### config.mk
export PLATFORM = sky130hd
export DESIGN_NAME = sprite_blitter
export DESIGN_NICKNAME = d
export VERILOG_FILES = /design/src/rtl/sprite_pkg.sv /design/src/rtl/sprite_delay_line.sv /design/src/rtl/sprite_blitter.sv
export SDC_FILE = /design/constraint.sdc
export NUM_CORES = 1
export LEC_CHECK = 0
export ABC_AREA = 1
export BUFFER_PORTS_ARGS = -buffer_cell sky130_fd_sc_hd__buf_2
export CELL_PAD_IN_SITES_DETAIL_PLACEMENT = 1
export CELL_PAD_IN_SITES_GLOBAL_PLACEMENT = 1
export CORE_UTILIZATION = 40
export CTS_CLUSTER_SIZE = 24
export DETAILED_ROUTE_END_ITERATION = 12
export PLACE_DENSITY = 0.85
export SLEW_MARGIN = 25
export SYNTH_ARGS = -nofsm -noshare
export SYNTH_HDL_FRONTEND = slang
export SYNTH_SLANG_ARGS = --single-unit
### constraint.sdc
create_clock -name vga_clk -period 7.2 [get_ports vga_clk]
set_input_delay 1.44 -clock vga_clk [delete_from_list [all_inputs] [get_ports vga_clk]]
set_output_delay 1.44 -clock vga_clk [all_outputs]
set_load 0.02 [all_outputs]
### src/rtl/sprite_pkg.sv
// Shared sprite definitions: screen geometry, coordinate type, chess piece sprite ids.
package sprite_pkg;

  localparam int unsigned SCREEN_W = 640;
  localparam int unsigned SCREEN_H = 480;

  typedef logic [9:0] coord_t;

  typedef enum logic [3:0] {
    W_PAWN, W_KNIGHT, W_BISHOP, W_ROOK, W_QUEEN, W_KING,
    B_PAWN, B_KNIGHT, B_BISHOP, B_ROOK, B_QUEEN, B_KING
  } piece_e;

  // True when a signed 11-bit offset lies in [0, len).
  function automatic logic span_hit(input logic [10:0] d, input int unsigned len);
    return !d[10] && (d < 11'(len));
  endfunction

endpackage

### src/rtl/sprite_delay_line.sv
// Reset-clearable shift register used to align side-band bits with the ROM read.
module sprite_delay_line #(
  parameter int unsigned WIDTH = 1,
  parameter int unsigned DEPTH = 1
) (
  input  logic             clk_i,
  input  logic             rst_i,
  input  logic [WIDTH-1:0] d_i,
  output logic [WIDTH-1:0] q_o
);

  logic [WIDTH-1:0] sr_q [DEPTH];

  always_ff @(posedge clk_i or posedge rst_i) begin
    if (rst_i) begin
      for (int unsigned i = 0; i < DEPTH; i++) sr_q[i] <= '0;
    end else begin
      sr_q[0] <= d_i;
      for (int unsigned i = 1; i < DEPTH; i++) sr_q[i] <= sr_q[i-1];
    end
  end

  assign q_o = sr_q[DEPTH-1];

endmodule

### src/rtl/sprite_blitter.sv
// Draws one sprite from a shared index ROM at a per-frame (x,y) with 2**n scaling.
module sprite_blitter
  import sprite_pkg::*;
#(
  parameter int SPR_W      = 55,
  parameter int SPR_H      = 55,
  parameter int NUM_SPR    = 12,
  parameter int IDX_BITS   = 2,
  parameter int SCALE_LOG2 = 0,
  parameter int ROM_LAT    = 1,
  parameter int TRANSP_IDX = 0,
  parameter int ADDR_W     = $clog2(NUM_SPR*SPR_W*SPR_H)
) (
  input  logic                       vga_clk,
  input  logic                       reset,
  input  logic                       frame_start,
  input  logic [9:0]                 DrawX,
  input  logic [9:0]                 DrawY,
  input  logic                       blank,
  input  logic                       spr_en,
  input  logic [$clog2(NUM_SPR)-1:0] spr_id,
  input  logic [9:0]                 spr_x,
  input  logic [9:0]                 spr_y,
  output logic [ADDR_W-1:0]          rom_addr,
  input  logic [IDX_BITS-1:0]        rom_q,
  output logic                       px_valid,
  output logic [IDX_BITS-1:0]        px_idx,
  output logic                       blank_o
);

  logic                       en_q;
  logic [$clog2(NUM_SPR)-1:0] id_q;
  coord_t                     x_q, y_q;

  logic [10:0]         dx, dy, tx, ty;
  logic                hit_s0;
  logic [ADDR_W-1:0]   addr_s0;
  logic [ADDR_W-1:0]   rom_addr_q;
  logic [1:0]          dl_q;
  logic                hit_d, blank_d;
  logic                px_valid_q, px_valid_d;
  logic [IDX_BITS-1:0] px_idx_q, px_idx_d;
  logic                blank_o_q;

  // Shadow registers: mid-frame input changes only land at the next frame_start.
  always_ff @(posedge vga_clk or posedge reset) begin
    if (reset) begin
      en_q <= 1'b0;
      id_q <= '0;
      x_q  <= '0;
      y_q  <= '0;
    end else if (frame_start) begin
      en_q <= spr_en && (int'(spr_id) < NUM_SPR);
      id_q <= spr_id;
      x_q  <= spr_x;
      y_q  <= spr_y;
    end
  end

  // Offsets are 11-bit signed, so a sprite hanging off the right/bottom edge clips.
  always_comb begin
    dx      = {1'b0, DrawX} - {1'b0, x_q};
    dy      = {1'b0, DrawY} - {1'b0, y_q};
    tx      = dx >> SCALE_LOG2;
    ty      = dy >> SCALE_LOG2;
    hit_s0  = en_q && blank
              && span_hit(dx, SPR_W << SCALE_LOG2)
              && span_hit(dy, SPR_H << SCALE_LOG2);
    addr_s0 = ADDR_W'(id_q) * ADDR_W'(SPR_W*SPR_H)
              + ADDR_W'(ty) * ADDR_W'(SPR_W)
              + ADDR_W'(tx);
  end

  // One stage for the address register plus ROM_LAT stages for the ROM itself.
  sprite_delay_line #(
    .WIDTH(2),
    .DEPTH(ROM_LAT + 1)
  ) u_align (
    .clk_i (vga_clk),
    .rst_i (reset),
    .d_i   ({hit_s0, blank}),
    .q_o   (dl_q)
  );

  assign hit_d   = dl_q[1];
  assign blank_d = dl_q[0];

  always_comb begin
    px_valid_d = hit_d && (rom_q != IDX_BITS'(TRANSP_IDX));
    px_idx_d   = px_valid_d ? rom_q : '0;
  end

  always_ff @(posedge vga_clk or posedge reset) begin
    if (reset) begin
      rom_addr_q <= '0;
      px_valid_q <= 1'b0;
      px_idx_q   <= '0;
      blank_o_q  <= 1'b0;
    end else begin
      if (hit_s0) rom_addr_q <= addr_s0;
      px_valid_q <= px_valid_d;
      px_idx_q   <= px_idx_d;
      blank_o_q  <= blank_d;
    end
  end

  assign rom_addr = rom_addr_q;
  assign px_valid = px_valid_q;
  assign px_idx   = px_idx_q;
  assign blank_o  = blank_o_q;

endmodule

==> impl_metrics.xml <==
<?xml version="1.0" encoding="UTF-8"?>
<metrics>
  <group name="setup_path">
    <metric name="crit_arrival" unit="ns">6.93</metric>
    <metric name="r2r_start" unit="">y_q[0]</metric>
    <metric name="critPathLaunchType" unit="">primary input</metric>
    <metric name="critical_path.startpoint" unit="">DrawY[0]</metric>
    <metric name="critical_path.slowest_cell" unit="">sky130_fd_sc_hd__fa_1</metric>
    <metric name="critPathCaptureType" unit="">flop</metric>
    <metric name="critical_path_peak_fanout" unit="">4</metric>
    <metric name="cp_data_required_time" unit="ns">7.39</metric>
    <metric name="crit_path_max_incr_delay" unit="ns">0.54</metric>
    <metric name="critPathKind" unit="">in2reg</metric>
    <metric name="cpMostUsedCell" unit="">sky130_fd_sc_hd__nand2_1</metric>
  </group>
  <group name="cts">
    <metric name="tritoncts_clock_tree" unit="">yes</metric>
    <metric name="cts.sinks" unit="">49</metric>
    <metric name="clk_path_buf_depth" unit="">2</metric>
    <metric name="clk_root_buffer_cell" unit="">sky130_fd_sc_hd__clkbuf_16</metric>
    <metric name="cts-buffers-inserted" unit="">5</metric>
    <metric name="post_cts.repair.setup_buffers" unit="">0</metric>
    <metric name="clk-insertion-delay-late" unit="ns">0.30</metric>
    <metric name="h_tree_depth" unit="">2</metric>
    <metric name="clk_pin_slew_worst_paths" unit="ns">0.07</metric>
  </group>
  <group name="timing">
    <metric name="drv_slew" unit="">0</metric>
    <metric name="unrepaired_setup_endpoints_after_global_routing" unit="">no</metric>
    <metric name="setup_violations" unit="">0</metric>
    <metric name="hold_violations" unit="">0</metric>
    <metric name="slew_headroom" unit="%">49.0</metric>
    <metric name="post-route-min-period" unit="ns">6.74</metric>
    <metric name="fin_setup_tns" unit="ns">0</metric>
    <metric name="achievable-frequency" unit="MHz">148</metric>
    <metric name="fin_crit_sh" unit="%">93.6</metric>
    <metric name="finalClockSkew" unit="ns">0.00253</metric>
    <metric name="worstMarginPinSlew" unit="ns">0.764</metric>
  </group>
  <group name="global_route">
    <metric name="grt_antenna_before_repair" unit="">0</metric>
    <metric name="grt_remaining_overflow" unit="">0</metric>
    <metric name="via_count_of_the_first_global_routing_pass" unit="">5498</metric>
    <metric name="grt_max_degree" unit="">50</metric>
    <metric name="grt_pass1_wl" unit="mm">25.1</metric>
    <metric name="grt.total_usage" unit="%">21.4</metric>
  </group>
  <group name="place">
    <metric name="io_buffers" unit="">70</metric>
    <metric name="dp_hpwl" unit="mm">12.5</metric>
    <metric name="dpl.cell_count" unit="">1018</metric>
    <metric name="gp_congestion" unit="">0.883</metric>
  </group>
  <group name="routing">
    <metric name="drt_iter0_drc" unit="">117</metric>
    <metric name="vias" unit="">4919</metric>
    <metric name="drc" unit="">0</metric>
    <metric name="routed_via_density" unit="">4.79</metric>
    <metric name="detail_route.wl_per_cell" unit="microns">14.2</metric>
    <metric name="routed_wl" unit="mm">14.6</metric>
    <metric name="drt_pre_antenna_iters" unit="">4</metric>
    <metric name="postRouteAntennaNets" unit="">0</metric>
  </group>
  <group name="finish">
    <metric name="instances_no_fill" unit="">1026</metric>
    <metric name="post_route_cells_drive_above_1_share" unit="%">12.7</metric>
    <metric name="num_antenna_cells" unit="">0</metric>
    <metric name="area.sequential" unit="sq um">1230</metric>
    <metric name="design.final.nets" unit="">1026</metric>
    <metric name="area_growth" unit="%">12.7</metric>
    <metric name="multiInputGateArea" unit="sq um">3950</metric>
    <metric name="fill_cells" unit="">1834</metric>
  </group>
  <group name="synth">
    <metric name="yosysUniqueCellTypes" unit="">35</metric>
    <metric name="yosysTopAreaCellShare" unit="%">20.7</metric>
    <metric name="synthesis.area_per_instance" unit="sq um">7.67</metric>
    <metric name="library_cell_occupying_the_most_area_in_the_post_synthesis_netlist" unit="">sky130_fd_sc_hd__dfrtp_1</metric>
    <metric name="synth_enable_flop_cells" unit="">0</metric>
    <metric name="synth_seq_cells" unit="">49</metric>
    <metric name="synth_async_sr_flop_share" unit="%">100</metric>
    <metric name="synthesis.area" unit="sq um">5910</metric>
    <metric name="synth_area_leaders" unit="">sky130_fd_sc_hd__dfrtp_1 (21%), sky130_fd_sc_hd__fa_1 (19%), sky130_fd_sc_hd__ha_1 (16%)</metric>
    <metric name="syn_nets" unit="">956</metric>
    <metric name="dominantRegCellSynth" unit="">sky130_fd_sc_hd__dfrtp_1</metric>
    <metric name="synth_commonest_cells" unit="">sky130_fd_sc_hd__nand2_1 (207), sky130_fd_sc_hd__inv_1 (198), sky130_fd_sc_hd__ha_1 (77)</metric>
    <metric name="post_synth_inst_count" unit="">771</metric>
    <metric name="synth_warnings" unit="">0</metric>
    <metric name="seq_area_frac_synth" unit="%">20.7</metric>
    <metric name="most_numerous_cell_in_the_yosys_netlist" unit="">sky130_fd_sc_hd__nand2_1</metric>
  </group>
  <group name="job">
    <metric name="count_of_max_cap_constraint_violations" unit="">0</metric>
  </group>
  <group name="floorplan">
    <metric name="design.core.area" unit="sq um">14500</metric>
    <metric name="fp.dieW" unit="microns">124</metric>
    <metric name="floorplan.initialDensity" unit="%">40.8</metric>
    <metric name="std_cell_rows" unit="">44</metric>
    <metric name="die-area" unit="sq um">15300</metric>
    <metric name="number_of_top_level_pins" unit="">71</metric>
    <metric name="die-height" unit="microns">124</metric>
  </group>
  <group name="status">
    <metric name="status" unit="">complete, no violations</metric>
  </group>
  <group name="hold_path">
    <metric name="hold_path_class" unit="">reg2reg</metric>
    <metric name="hold_start" unit="">u_align.sr_q[3]</metric>
  </group>
</metrics>
[critical path, delay by kind of cell]
kind | cells | cell delay (ns)
buf+inv | 7 | 0.48
fa+ha+maj | 8 | 3.17
simple gates | 16 | 1.44
compound gates | 2 | 0.36
[routing by layer]
layer / vias to the layer above / wire, microns / track usage (%)
li1: 2468 / - / -
met3: 26 / 349 / 3.25
met4: 0 / 381 / 7.00
met1: 2352 / 6470 / 24.7
met5: - / 0 / 0
met2: 73 / 7390 / 39.9
[placed cells by master (no fill, tap or decap), types with 3 or more instances in the layout]
master                      instances
sky130_fd_sc_hd__a21o_1             3
sky130_fd_sc_hd__a21oi_1           13
sky130_fd_sc_hd__a21oi_2            4
sky130_fd_sc_hd__buf_2             70
sky130_fd_sc_hd__clkbuf_16          5
sky130_fd_sc_hd__dfrtp_1           49
sky130_fd_sc_hd__fa_1              57
sky130_fd_sc_hd__ha_1              74
sky130_fd_sc_hd__inv_1            197
sky130_fd_sc_hd__nand2_1          205
sky130_fd_sc_hd__nand2_2            5
sky130_fd_sc_hd__nand3_1           37
sky130_fd_sc_hd__nand4_1           21
sky130_fd_sc_hd__nor2_1            22
sky130_fd_sc_hd__nor2_2             5
sky130_fd_sc_hd__o21ai_0           25
sky130_fd_sc_hd__or2_2              3
sky130_fd_sc_hd__xnor2_1            6
sky130_fd_sc_hd__xor2_1            11
[repair_timing]
action	4_1_cts	5_1_grt
setup endpoints to repair	0	7
hold buffers	0	0
gates resized for setup	0	13
endpoints found under the hold margin	0	0
[area by class of cell]
class                           instances  share of cell area [%]
Clock inverter                          1                   0.113
Tap cell                              184                    3.45
Inverter                              200                    11.3
Timing Repair Buffer                   72                    5.48
Clock buffer                            7                    1.99
Multi-Input combinational cell        513                    59.3
Sequential cell                        49                    18.4
[stage by stage]
step / setup slack (ns) / hold slack (ns) / utilization, % / instance area, sq um
6_report: 0.460 / 0.352 / 46.0 / 6660
4_1_cts: 0.219 / 0.351 / 45.6 / 6610
5_1_grt: 0.00812 / 0.365 / 46.0 / 6660
2_1_floorplan: 0.512 / 0.331 / - / 5910
3_3_place_gp: 0.169 / 0.332 / 44.6 / 6460
3_5_place_dp: -0.109 / 0.339 / 44.7 / 6460
[cell families after synthesis]
kind of cell | synth area share, %
and+or+nand+nor | 22.5
buffers and inverters | 13.5
adders and majority gates | 35.6
AOI/OAI and AO/OA | 5.14
DFF | 20.7
xor gates and xnor gates | 2.52
[path summary, 6_finish.rpt]
| path | end | slack [ns] | cells past startpoint |
|---|---|---|---|
| max in group asynchronous | id_q[3] | 5.56 | 2 |
| worst max register to register | rom_addr[15] | 1.31 | 31 |
| worst min register to register | u_align.q_o[1] | 0.35 | 0 |
| worst min-delay path | u_align.q_o[1] | 0.35 | 0 |
| worst max-delay path | rom_addr[15] | 0.46 | 33 |
| min in group asynchronous | x_q[2] | 1.24 | 2 |
[state kept, by name, summed over array words and instances, names as in the netlist, 2 cells and up]
signal,cells
u_align.sr_q,2
rom_addr,16
id_q,4
px_idx,2
u_align.q_o,2
x_q,10
y_q,10
Power is not shown: default switching activity piles up to over one toggle a cycle in this logic, so the estimate is an artifact.
